[config.mk]
export PLATFORM = sky130hd
export DESIGN_NAME = riscv_mc_control
export DESIGN_NICKNAME = d
export VERILOG_FILES = /design/src/rtl/riscv_mc_control.sv
export SDC_FILE = /design/constraint.sdc
export NUM_CORES = 1
export LEC_CHECK = 0
export ABC_AREA = 1
export CAP_MARGIN = 20
export CORE_MARGIN = 2
export CORE_UTILIZATION = 31
export DETAILED_ROUTE_END_ITERATION = 10
export HOLD_SLACK_MARGIN = 0.05
export PLACE_DENSITY = 0.76
export SLEW_MARGIN = 20
export SYNTH_ARGS = -nofsm -noshare
export SYNTH_HDL_FRONTEND = slang
export SYNTH_SLANG_ARGS = --single-unit
[constraint.sdc]
create_clock -name clk -period 1.2 [get_ports clk]
set_input_delay 0.12 -clock clk [delete_from_list [all_inputs] [get_ports clk]]
set_output_delay 0.12 -clock clk [all_outputs]
set_load 0.01 [all_outputs]
[src/rtl/riscv_mc_control.sv]
// Multi-cycle RISC-V control FSM: fetch/decode/execute/memory/writeback sequencing with a
// bounded wait on memory acknowledge that drops into a sticky FAULT state.
module riscv_mc_control #(
  parameter int unsigned MEM_TIMEOUT = 16
) (
  input  logic        clk,
  input  logic        rst,
  input  logic [31:0] instr,
  input  logic        br_taken,
  input  logic        mem_ack,
  output logic        mem_req,
  output logic        mem_we,
  output logic        mem_addr_sel,
  output logic        ir_we,
  output logic        pc_we,
  output logic [1:0]  pc_src,
  output logic        reg_we,
  output logic [1:0]  wb_sel,
  output logic [2:0]  se_sel,
  output logic        alu_a_sel,
  output logic        alu_b_sel,
  output logic [2:0]  state,
  output logic        fault
);

  typedef enum logic [2:0] {
    StIdle   = 3'b000,
    StFetch  = 3'b001,
    StDecode = 3'b010,
    StExec   = 3'b011,
    StMem    = 3'b100,
    StWb     = 3'b101,
    StFault  = 3'b111
  } state_e;

  localparam int unsigned CntW = (MEM_TIMEOUT > 1) ? $clog2(MEM_TIMEOUT) : 1;

  localparam logic [6:0] OpLui    = 7'b0110111;
  localparam logic [6:0] OpAuipc  = 7'b0010111;
  localparam logic [6:0] OpJal    = 7'b1101111;
  localparam logic [6:0] OpJalr   = 7'b1100111;
  localparam logic [6:0] OpBranch = 7'b1100011;
  localparam logic [6:0] OpLoad   = 7'b0000011;
  localparam logic [6:0] OpStore  = 7'b0100011;
  localparam logic [6:0] OpImm    = 7'b0010011;
  localparam logic [6:0] OpReg    = 7'b0110011;

  state_e            r_state;
  logic [CntW-1:0]   r_cnt;

  logic [6:0] w_op;
  logic [2:0] w_f3;
  logic       w_valid;
  logic       w_timeout;
  logic [2:0] w_se;
  logic       w_unused;

  assign w_op     = instr[6:0];
  assign w_f3     = instr[14:12];
  assign w_unused = ^{instr[31:15], instr[11:7]};

  always_comb begin
    w_valid = 1'b1;
    w_se    = 3'b000;
    case (w_op)
      OpLui, OpAuipc:     w_se = 3'b001;
      OpLoad, OpJalr:     w_se = 3'b010;
      OpImm:              w_se = (w_f3 == 3'b001 || w_f3 == 3'b101) ? 3'b011 : 3'b010;
      OpBranch:           w_se = 3'b100;
      OpStore:            w_se = 3'b101;
      OpJal:              w_se = 3'b110;
      OpReg:              w_se = 3'b000;
      default:            w_valid = 1'b0;
    endcase
  end

  // An ack on the last allowed cycle takes priority over the timeout.
  assign w_timeout = (MEM_TIMEOUT != 0) && !mem_ack &&
                     (r_cnt == CntW'(MEM_TIMEOUT - 1));

  always_ff @(posedge clk or posedge rst) begin
    if (rst) begin
      r_state <= StIdle;
      r_cnt   <= '0;
    end else begin
      case (r_state)
        StIdle: begin
          r_state <= StFetch;
          r_cnt   <= '0;
        end
        StFetch, StMem: begin
          if (mem_ack) begin
            r_cnt <= '0;
            if (r_state == StFetch)     r_state <= StDecode;
            else if (w_op == OpLoad)    r_state <= StWb;
            else                        r_state <= StFetch;
          end else if (w_timeout) begin
            r_state <= StFault;
          end else begin
            r_cnt <= r_cnt + CntW'(1);
          end
        end
        StDecode: begin
          r_state <= w_valid ? StExec : StFault;
          r_cnt   <= '0;
        end
        StExec: begin
          r_cnt <= '0;
          case (w_op)
            OpBranch, OpJal, OpJalr, OpLui: r_state <= StFetch;
            OpAuipc, OpReg, OpImm:          r_state <= StWb;
            OpLoad, OpStore:                r_state <= StMem;
            default:                        r_state <= StFault;
          endcase
        end
        StWb: begin
          r_state <= StFetch;
          r_cnt   <= '0;
        end
        default: r_state <= StFault;
      endcase
    end
  end

  always_comb begin
    mem_req      = 1'b0;
    mem_we       = 1'b0;
    mem_addr_sel = 1'b0;
    ir_we        = 1'b0;
    pc_we        = 1'b0;
    pc_src       = 2'b00;
    reg_we       = 1'b0;
    wb_sel       = 2'b00;
    se_sel       = 3'b000;
    alu_a_sel    = 1'b0;
    alu_b_sel    = 1'b0;
    fault        = 1'b0;
    state        = r_state;
    case (r_state)
      StFetch: begin
        mem_req = 1'b1;
        ir_we   = mem_ack;
      end
      StDecode: se_sel = w_se;
      StExec: begin
        se_sel    = w_se;
        alu_a_sel = (w_op == OpAuipc);
        alu_b_sel = (w_op != OpReg) && (w_op != OpBranch);
        case (w_op)
          OpBranch: begin
            pc_we  = 1'b1;
            pc_src = br_taken ? 2'b01 : 2'b00;
          end
          OpJal, OpJalr: begin
            reg_we = 1'b1;
            wb_sel = 2'b10;
            pc_we  = 1'b1;
            pc_src = (w_op == OpJal) ? 2'b01 : 2'b10;
          end
          OpLui: begin
            reg_we = 1'b1;
            wb_sel = 2'b11;
            pc_we  = 1'b1;
          end
          default: ;
        endcase
      end
      StMem: begin
        se_sel       = w_se;
        mem_req      = 1'b1;
        mem_addr_sel = 1'b1;
        mem_we       = (w_op == OpStore);
        pc_we        = mem_ack && (w_op == OpStore);
      end
      StWb: begin
        se_sel = w_se;
        reg_we = 1'b1;
        wb_sel = (w_op == OpLoad) ? 2'b01 : 2'b00;
        pc_we  = 1'b1;
      end
      StFault: fault = 1'b1;
      default: ;
    endcase
  end

endmodule
==> metrics.md <==
| Metric | Value |
|---|---|
| Post-Synthesis Cell Area | around 770 um^2 |
| Ys async rst share | between 90% and 100% |
| Comb pwr share | approximately 79% |
| Finished Layout Cells | about 240 |
| Syn Area/Cell | 5.89 um^2 |
| DIE AREA | between 2000 and 3000 um^2 |
| #FFs+latches synth | 7 |
| Most common cell after layout, fill and taps aside | buf_4 |
| Total power density per cell area | 1810 nW/um^2 |
| Psw | 0.00137 W |
| Wire per inst | around 14 um |
| Highest-count cells in the layout ignoring fill and taps | buf_4 (38), nand2_1 (30), buf_2 (13), buf_6 (13), nor2_1 (11) |
| Vias in the first global route | roughly 1,200 |
| Clock power frac | 6.9% |
| Std cell rows | 18 |
| Kind of critical path | reg -> out |
| HP Class | in -> async |
| Area delta synth->final | 114% |
| Cell taking the most area after synthesis | dfrtp_1 |
| Max Slew Vio Count | 0 |
| Placed cell count | about 230 |
| Port bufs | 31 |
| Vias per cell | slightly above 5 |
| Internal Power | 0.00161 W |
| Endpoints failing setup | 23 |
| Unique masters post-synth | 26 |
| Run status | finished, violations left |
| Worst reg2reg path endpoint | state[2]$_DFFE_PP0P_ |
| Sum of negative setup slack | -6.94 ns |
| DP HPWL | 2.22 mm |
| Fin Hold WS | around 0.11 ns |
| Leading post-synthesis cells by cell area | dfrtp_1 (23%), nand2_1 (19%), nor2_1 (9.7%) |
| Final ANT Viol Nets | 0 |
| CTS clock-pin slew for the worst setup and hold paths | 0.05 ns |
| # diodes | 0 |
| Clock period minus worst slack | ~1.6 ns |
| Failing checks | setup timing |
| All-Layer GR Usage | 24.5% |
| Clock sinks | 7 |
| Cell Area, Placed | ~1400 um^2 |
| Crit-path max FO | 3 |
| Setup slack after layout | -0.431 ns |
| Die width | between 50 and 60 um |
| Synth top area share | a little under a quarter |
| Nature of the critical path endpoint | primary output |
| Top-level I/O count | 55 |
| Total global routing overflow | 0 |
| Worst Path Required | 1.08 ns |
| H-tree Lvls | 1 |
| Clock tree from TritonCTS | yes |
| Leakage | between 0.9 and 1 nW |
| Initial Util | between 30% and 40% |
| Crit start category | flop |
| Fin crit share | 136% |
| # DRC | 0 |
| Max Clk Rate | between 600 and 700 MHz |
| Pre-antenna DRT Iters | 4 |
| Sequential Power Share | 13.8% |
| Share of cells above drive strength 1 | between 50 and 60% |
| Final Hold Fails | 0 |
| Gpl congestion | between 0.9 and 1 |
| Worst-Margin Slew | between 0.2 and 0.3 ns |
| Layout Skew | 0.000318 ns |
| Max-Cap Viols | 0 |
| Clk buf depth | 2 |
| Worst skew pair latency | roughly 0.24 ns |
| VDD IR-drop max | 1810 uV |
| Height of the die | 53.9 um |
| RSZ-0062 raised after global routing | true |
| Final WL | 3.50 mm |
| Net Count, Synth | between 150 and 200 |
| Core area | roughly 2400 um^2 |
| First-pass GRT wire length | 5.11 mm |
| Switching Fraction | between 40% and 50% |
| CTS Hold Bufs | 0 |
| Fin nets | approximately 250 |
| Vias | between 1,000 and 1,500 |
| Cells on worst reg2reg path | 10 |
| Rel. slew slack | about four fifths |
| Cells after Synth | about 130 |
| Pin count of the biggest net entering global routing | 8 |
| Reg2Reg Setup Slack | -0.33 ns |
| First DRT Iteration DRCs | 30 |
| Sequential cell area fraction in the yosys report | 22.7% |
| R2r startpoint | state[0]$_DFFE_PP0P_ |
| Synthesis Warnings | 0 |
| Ys flop type | dfrtp_1 |
| CTS Buf Count | 3 |
| EDFF count, synth | 0 |
| Clk root buf | clkbuf_4 |
| CP arrival | between 1.5 and 2 ns |
| Initial antenna violation count | 0 |
| Fin area | 1650 um^2 |
power by group through the flow:
stage                     combinational [W]  sequential [W]  clock, W
final                               0.00236        0.000412  0.000205
after global routing                0.00251        0.000418  0.000235
after CTS                           0.00211        0.000401  0.000215
after detailed placement            0.00173        0.000420         0
after global placement              0.00169        0.000412         0
after floorplan                    0.000759        0.000454         0
cells by family (layout without fill, tap and decap cells):
logic type                 after synthesis  in the layout  synth area share [%]
and+or+nand+nor                         85             85                  48.8
buffers and inverters                   22            104                  10.7
muxes                                    1              1                  1.30
AOI/OAI and AO/OA                       14             14                  13.8
DFF                                      7              7                  22.7
xor gates and xnor gates                 1              1                  1.13
adders and majority gates                1              1                  1.62
how the worst max path moves through the flow:
stage           endpoint            startpoint  cells past startpoint  slack [ns]
2_1_floorplan  se_sel[2]  state[0]$_DFFE_PP0P_                      7       -0.07
3_3_place_gp       pc_we              instr[0]                      8       -0.81
3_5_place_dp       pc_we              instr[0]                      8       -0.87
4_1_cts        se_sel[2]  state[2]$_DFFE_PP0P_                      7       -0.39
5_1_grt        se_sel[2]  state[0]$_DFFE_PP0P_                      8       -0.50
6_report       se_sel[2]  state[0]$_DFFE_PP0P_                      8       -0.43
flip-flops by register name, summed over array words and instances, names as in the netlist:
| signal | count |
|---|---|
| r_cnt | 4 |
| state | 3 |
worst max-delay path, cell delays in order (launching register included):
cell	delay, ns
dfrtp_2	0.42
inv_4	0.06
nor2_4	0.09
inv_2	0.06
nor2_4	0.18
nor3_4	0.08
a31o_2	0.22
inv_2	0.06
buf_6	0.09
Yosys cell counts (2+ instances only):
master / number
a21oi_1: 3
dfrtp_1: 7
inv_1: 19
inv_2: 3
nand2_1: 39
nand2_2: 5
nand3_1: 11
nor2_1: 20
nor2_2: 2
nor2_4: 2
nor3_1: 4
o22ai_1: 2
layout make-up:
| cell class | count | area, um^2 |
|---|---|---|
| fillers | 175 | 759 |
| multi-input cells | 102 | 692 |
| repair buffers | 78 | 626 |
| flip-flops and latches | 7 | 179 |
| inverters | 22 | 90.1 |
| well taps | 30 | 37.5 |
| clock buffers | 4 | 26.3 |
layer usage:
layer,up-vias,share of wire (%),track usage [%]
li1,583,-,-
met1,592,40,30.4
met2,41,53,44.7
met3,10,5.0,1.94
met4,0,2.2,6.84
met5,-,0,0
through the flow:
step           worst slack (ns)  total power, W  utilization [%]
3_5_place_dp             -0.872         0.00215             58.0
3_3_place_gp             -0.812         0.00210             58.0
6_report                 -0.431         0.00298             68.5
2_1_floorplan           -0.0681         0.00121                -
5_1_grt                  -0.503         0.00316             68.5
4_1_cts                  -0.390         0.00273             65.7
timing repair:
action	CTS	global route
endpoints found under the hold margin	0	0
buffers inserted	11	3
setup endpoints to repair	26	26
pin swaps	18	3
gates resized for setup	122	16
Note: power is estimated with default switching activity, not from simulation.
